## src/rtl/channel_to_pulse.sv

```systemverilog
// Converts each word accepted on a valid/accept channel into a fixed-length
// output pulse, followed by an optional idle gap before the next word.
module channel_to_pulse #(
  parameter int N         = 1,
  parameter int PULSE_LEN = 1,
  parameter int GAP       = 0
) (
  input  logic         clk,
  input  logic         reset,
  input  logic [N-1:0] in_d,
  input  logic         in_v,
  output logic         in_a,
  output logic [N-1:0] data,
  output logic         pulse,
  output logic         busy,
  output logic [15:0]  count
);

  localparam int MAXC = (PULSE_LEN > GAP) ? PULSE_LEN : GAP;
  // The down-counter only ever holds values up to MAXC-1.
  localparam int CW   = (MAXC > 1) ? $clog2(MAXC) : 1;
  localparam logic [CW-1:0] PULSE_LOAD = CW'(PULSE_LEN - 1);
  localparam logic [CW-1:0] GAP_LOAD   = CW'((GAP > 0) ? GAP - 1 : 0);

  typedef enum logic [1:0] {
    READY   = 2'd0,
    PULSING = 2'd1,
    GAPWAIT = 2'd2
  } state_t;

  state_t        state_reg;
  logic [CW-1:0] counter_reg;
  logic [N-1:0]  data_reg;
  logic          pulse_reg;
  logic [15:0]   count_reg;

  assign in_a  = in_v & (state_reg == READY) & reset;
  assign busy  = (state_reg != READY) | ~reset;
  assign data  = data_reg;
  assign pulse = pulse_reg;
  assign count = count_reg;

  always_ff @(posedge clk) begin
    if (!reset) begin
      state_reg   <= READY;
      counter_reg <= '0;
      data_reg    <= '0;
      pulse_reg   <= 1'b0;
      count_reg   <= 16'd0;
    end else begin
      case (state_reg)
        READY: begin
          if (in_v) begin
            data_reg    <= in_d;
            count_reg   <= count_reg + 16'd1;
            counter_reg <= PULSE_LOAD;
            pulse_reg   <= 1'b1;
            state_reg   <= PULSING;
          end
        end
        PULSING: begin
          if (counter_reg != '0) begin
            counter_reg <= counter_reg - 1'b1;
          end else if (GAP > 0) begin
            counter_reg <= GAP_LOAD;
            pulse_reg   <= 1'b0;
            state_reg   <= GAPWAIT;
          end else begin
            pulse_reg   <= 1'b0;
            state_reg   <= READY;
          end
        end
        GAPWAIT: begin
          if (counter_reg != '0) begin
            counter_reg <= counter_reg - 1'b1;
          end else begin
            state_reg   <= READY;
          end
        end
        default: begin
          pulse_reg   <= 1'b0;
          state_reg   <= READY;
        end
      endcase
    end
  end

endmodule

```

## config.mk

```make
export PLATFORM = sky130hd
export DESIGN_NAME = channel_to_pulse
export DESIGN_NICKNAME = d
export VERILOG_FILES = /design/src/rtl/channel_to_pulse.sv
export SDC_FILE = /design/constraint.sdc
export NUM_CORES = 1
export LEC_CHECK = 0
export CAP_MARGIN = 20
export CORE_MARGIN = 2
export CORE_UTILIZATION = 41
export DETAILED_ROUTE_END_ITERATION = 10
export GPL_TIMING_DRIVEN = 1
export PLACE_DENSITY_LB_ADDON = 0.05
export SLEW_MARGIN = 30
export SYNTH_ARGS = -nofsm -noshare
export SYNTH_HDL_FRONTEND = slang
export SYNTH_SLANG_ARGS = --single-unit
```

## constraint.sdc

```tcl
create_clock -name clk -period 1.36 [get_ports clk]
set_clock_uncertainty 0.05 [all_clocks]
set_input_delay 0.272 -clock clk [delete_from_list [all_inputs] [get_ports clk]]
set_output_delay 0.272 -clock clk [all_outputs]
set_load 0.02 [all_outputs]
```

# Yosys cells after proc, flatten, opt, wreduce, memory -nomap -nowiden
# Cells that the tools add are included.
[word_totals] mem_count=0 rom_bits=0 register_bits=21 out_inout_bits=20 latch_bits=0 mem_bits_rw=0 word_cells=34 input_bits=4
[classes] div_mod_pow=0 multipliers=0 bitwise_logic=5 magnitude_cmp=0 muxes=9 n_eq_ne=5 n_reduce_logical=8 shifts=0 n_addsub=2
[op_table] operator="adder 16 x 1 -> 16 bit (second input constant)" count=1
[op_table] operator="inequality test 2 bit (second input constant)" count=3
[op_table] operator="AND reduction 2 bit" count=3
[op_table] operator="two-way mux 1 bit" count=4
[op_table] operator="two-way mux 2 bit" count=2
[op_table] operator="case mux 2 bit (2 select lines)" count=1
[op_table] operator="nonzero test 2 bit" count=2
[op_table] operator="case mux 1 bit (3 select lines)" count=1
[op_table] operator="AND reduction 3 bit" count=1
[op_table] operator="bitwise AND 1 bit" count=2
[op_table] operator="equality test 2 x 1 -> 1 bit (second input constant)" count=1
[op_table] operator="equality test 2 bit (second input constant)" count=1
[op_table] operator="zero test 2 bit" count=1
[op_table] operator="inverter 1 bit" count=2
[op_table] operator="case mux 1 bit (2 select lines)" count=1
[op_table] operator="OR reduction 2 bit" count=1
[op_table] operator="OR 1 bit" count=1
[op_table] operator="subtractor 1 bit (second input constant)" count=1

# Depth between registers and ports, before layout
[logic_depth] depth_word=4 mapped_depth=5 ltp_nobuf=5

# Worst setup path after synthesis
# OpenSTA, ideal clock, no wires.
[synth_path] path_type="register to register" startpoint="register count_reg[0], in the netlist count[0]" endpoint="register count_reg[8], in the netlist count[8]" t_arrival_ns=1.383 required_time_ns=1.182 synth_period_minus_slack_ns=1.561 setup_ns=0.128 n_path_buf=0 path_slack_ns=-0.201 stages_incl_launch_ff=6 cell_sequence="dfxtp_1 ha_1 nand4b_1 or3_1 xor2_1 nor2_1"
[synth_via] elab_chain_len=1
[synth_lines] item="start, declared" line="35" text="logic [15:0] count_reg;"
[synth_lines] item="start signal, assigned" line="55" text="count_reg <= count_reg + 16'd1;"
[synth_lines] item="adder 16 x 1 -> 16 bit" line="55"
# Every way passes these cells.
# A chain may end at the register's enable or synchronous reset.

==> results.yml <==
pwr:
  powerDensity_nw_per_um2: 710
  power_switching_mw: 0.245
  irDropWorstVdd_v: 0.000583
  intPower_mw: 0.700
  swShare: 0.259
  pwr-share-seq: 0.570
  combPwrFrac: 0.128
  clkPwrFrac: 0.302
  p_leak_nw: 0.563
synthesis:
  synth_top_area_share: 0.434
  syn-num-nets: 94
  ys.flop_type: "dfxtp_1"
  yosysMostFrequentCell: "dfxtp_1"
  synth-seq-cells: 18
  yosysTopAreaCell: "dfxtp_1"
  yosysUniqueCellTypes: 30
  yosysSeqAreaShare: 0.434
  yosys_warnings: 0
  syn_inst: 89
  ys_async_sr_fraction: 0
  synth_common_cells: "dfxtp_1 (18), nor2_1 (14), xnor2_1 (8), nand2_1 (5)"
  synth-edff-count: 0
  syn_area_um2: 831
  yosys-top-cells-area: "dfxtp_1 (43%), xnor2_1 (8.4%), nor2_1 (6.3%), xor2_1 (4.2%), nand4_1 (3.0%)"
  syn_avg_cell_area_um2: 9.33
route:
  route.detailed.drc: 0
  wirelength_um: 1830
  first_pass_iters: 4
  routedWlPerCell_um: 11.4
  vias: 771
  viasPerCell: 4.82
  drtIter0Drc: 4
  ant_nets: 0
timing:
  rsz0062_at_grt: "yes"
  slew-limit-headroom: 0.755
  period_share: 1.08
  hold_viol: 0
  clock.fmax_ghz: 0.680
  period_minus_slack_ns: 1.47
  drv_slew: 0
  tns_ns: -0.453
  tightest_slew_ns: 0.365
  final-setup-viol-count: 7
  fin_ws_ns: -0.110
clock_network:
  ctsRootBufferMaster: "clkbuf_4"
  cts_tree: "done"
  hold_buffers: 0
  cts_made_buffers: 3
  path_clk_slew_ns: 0.11
  clk_latency_ns: 0.30
  cts_num_sinks: 18
  htreeDepth: 1
  cts_buffer_depth: 2
cells_and_area:
  fin_area_um2: 1330
  nFillCells: 176
  ff_latch_area_um2: 394
  drive_above_1_share: 0.436
  largest_reg_flops: 16
  num-nets-final: 139
  multi_input_area_um2: 500
  n_antenna_cell: 0
  syn2layout_area_growth_pct: 60.1
run_status:
  status: "finished, violations left"
  violations: "setup timing"
floorplan:
  die_h_um: 49.0
  floorplan.initialDensity: 0.428
  core_um2: 1940
  die_w_um: 49.0
  std_cell_rows: 16
  top_level_ports: 24
  dieArea_um2: 2400
placement:
  hpwl_um: 1340
  dpl_cell_area_um2: 1280
  gp_congestion: 0.807
  port_buffers: 23
worst_setup_path:
  arrival_ns: 1.62
  cp-end-kind: "flip-flop"
  crit_required_ns: 1.51
  critPathSlowestCell: "or3_1"
  critPathKind: "reg -> reg"
  reg2regPathDepth: 5
  rr_startpoint: "pulse$_SDFFE_PN0P_"
  cpPeakStageDelay_ns: 0.41
  path_max_fanout: 4
  worstSetupStartpointType: "flip-flop"
  cp_cell_sequence: "buf_6, nand4b_1, or3_1, xor2_1, nor2_1"
  rrSetupSlack_ns: -0.11
  worstReg2RegEnd: "count[8]$_SDFFE_PN0P_"
grt:
  grt_pass1_wl_um: 3060
  gr-max-usage-layer: "met2"
  grtUsageMet3: 0.0307
  overflow: 0
  antenna_found_initial: 0
  track_usage: 0.165
  grt_max_degree: 17
  met1_usage: 0.194
  grt_pass1_vias: 763
  met2_usage: 0.292
min_path:
  worstHoldPathCells: 2
  min_from: "data$_SDFFE_PN0P_"
  hold_end: "data$_SDFFE_PN0P_"
  hold_class: "reg -> reg"
run:
  drv_cap: 0
-- worst max path at each step --
stage / from / endpoint / slack (ns) / cells past startpoint
final: pulse$_SDFFE_PN0P_ / count[8]$_SDFFE_PN0P_ / -0.11 / 5
after global routing: pulse$_SDFFE_PN0P_ / count[8]$_SDFFE_PN0P_ / -0.17 / 5
after CTS: pulse$_SDFFE_PN0P_ / count[8]$_SDFFE_PN0P_ / -0.12 / 5
after detailed placement: in_v / in_a / -0.60 / 4
after global placement: in_v / in_a / -0.59 / 4
after floorplan: count[1]$_SDFFE_PN0P_ / count[8]$_SDFFE_PN0P_ / -0.05 / 5
-- logic make-up after synthesis --
| group | count (synthesis) | synth area share |
|---|---|---|
| compound gates | 6 | 0.0452 |
| xor+xnor | 12 | 0.127 |
| fa+ha+maj | 1 | 0.0151 |
| buf+inv | 7 | 0.0316 |
| flops | 18 | 0.434 |
| mux | 2 | 0.0241 |
| simple gates | 43 | 0.324 |
-- through the flow --
| step | setup slack, ns | hold slack (ns) | power (mW) | instances | utilization |
|---|---|---|---|---|---|
| after floorplan | -0.0488 | 0.344 | 0.606 | 89 | - |
| after global placement | -0.588 | 0.427 | 0.676 | 155 | 0.657 |
| after detailed placement | -0.595 | 0.433 | 0.677 | 155 | 0.657 |
| after CTS | -0.121 | 0.452 | 0.967 | 159 | 0.682 |
| after global routing | -0.168 | 0.481 | 0.988 | 160 | 0.685 |
| final | -0.110 | 0.454 | 0.945 | 160 | 0.685 |
-- critical path: cells and delay by family (launching register included) --
kind                   cells  cell delay, ns
AND/OR/NAND/NOR            3            0.73
flip-flops                 1            0.35
XOR/XNOR                   1            0.14
buffers and inverters      1            0.11
-- timing repair --
action | 4_1_cts | 5_1_grt
resized for setup | 49 | 14
pin swaps | 8 | 3
endpoints found under the setup margin | 28 | 21
buffers inserted | 0 | 1
-- area by class of cell --
class / instances / share of cell area
inverters: 5 / 0.0141
clock buffers: 3 / 0.0169
flip-flops and latches: 18 / 0.296
multi-input cells: 64 / 0.376
well taps: 27 / 0.0254
clock inverters: 1 / 0.00282
repair buffers: 42 / 0.268
-- routing by layer --
layer  share of wire  up-vias
met3           0.032        2
met1            0.46      365
met5               0        -
li1                -      394
met4          0.0077        0
met2            0.50       10
-- placed cells by master (no fill, tap or decap), types with 5 or more instances in the layout --
cell type,instances
buf_4,16
clkdlybuf4s15_1,5
dfxtp_1,5
dfxtp_2,6
dfxtp_4,7
dlygate4sd2_1,8
nand2_1,5
nor2_1,14
xnor2_1,8
-- power by group through the flow --
| stage | clock, mW | sequential, mW | combinational [mW] |
|---|---|---|---|
| after floorplan | 0 | 0.565 | 0.0409 |
| final | 0.285 | 0.539 | 0.121 |
| after global placement | 0 | 0.552 | 0.124 |
| after detailed placement | 0 | 0.553 | 0.125 |
| after global routing | 0.316 | 0.541 | 0.130 |
| after CTS | 0.304 | 0.541 | 0.122 |
Power figures use the tool's default switching activity.
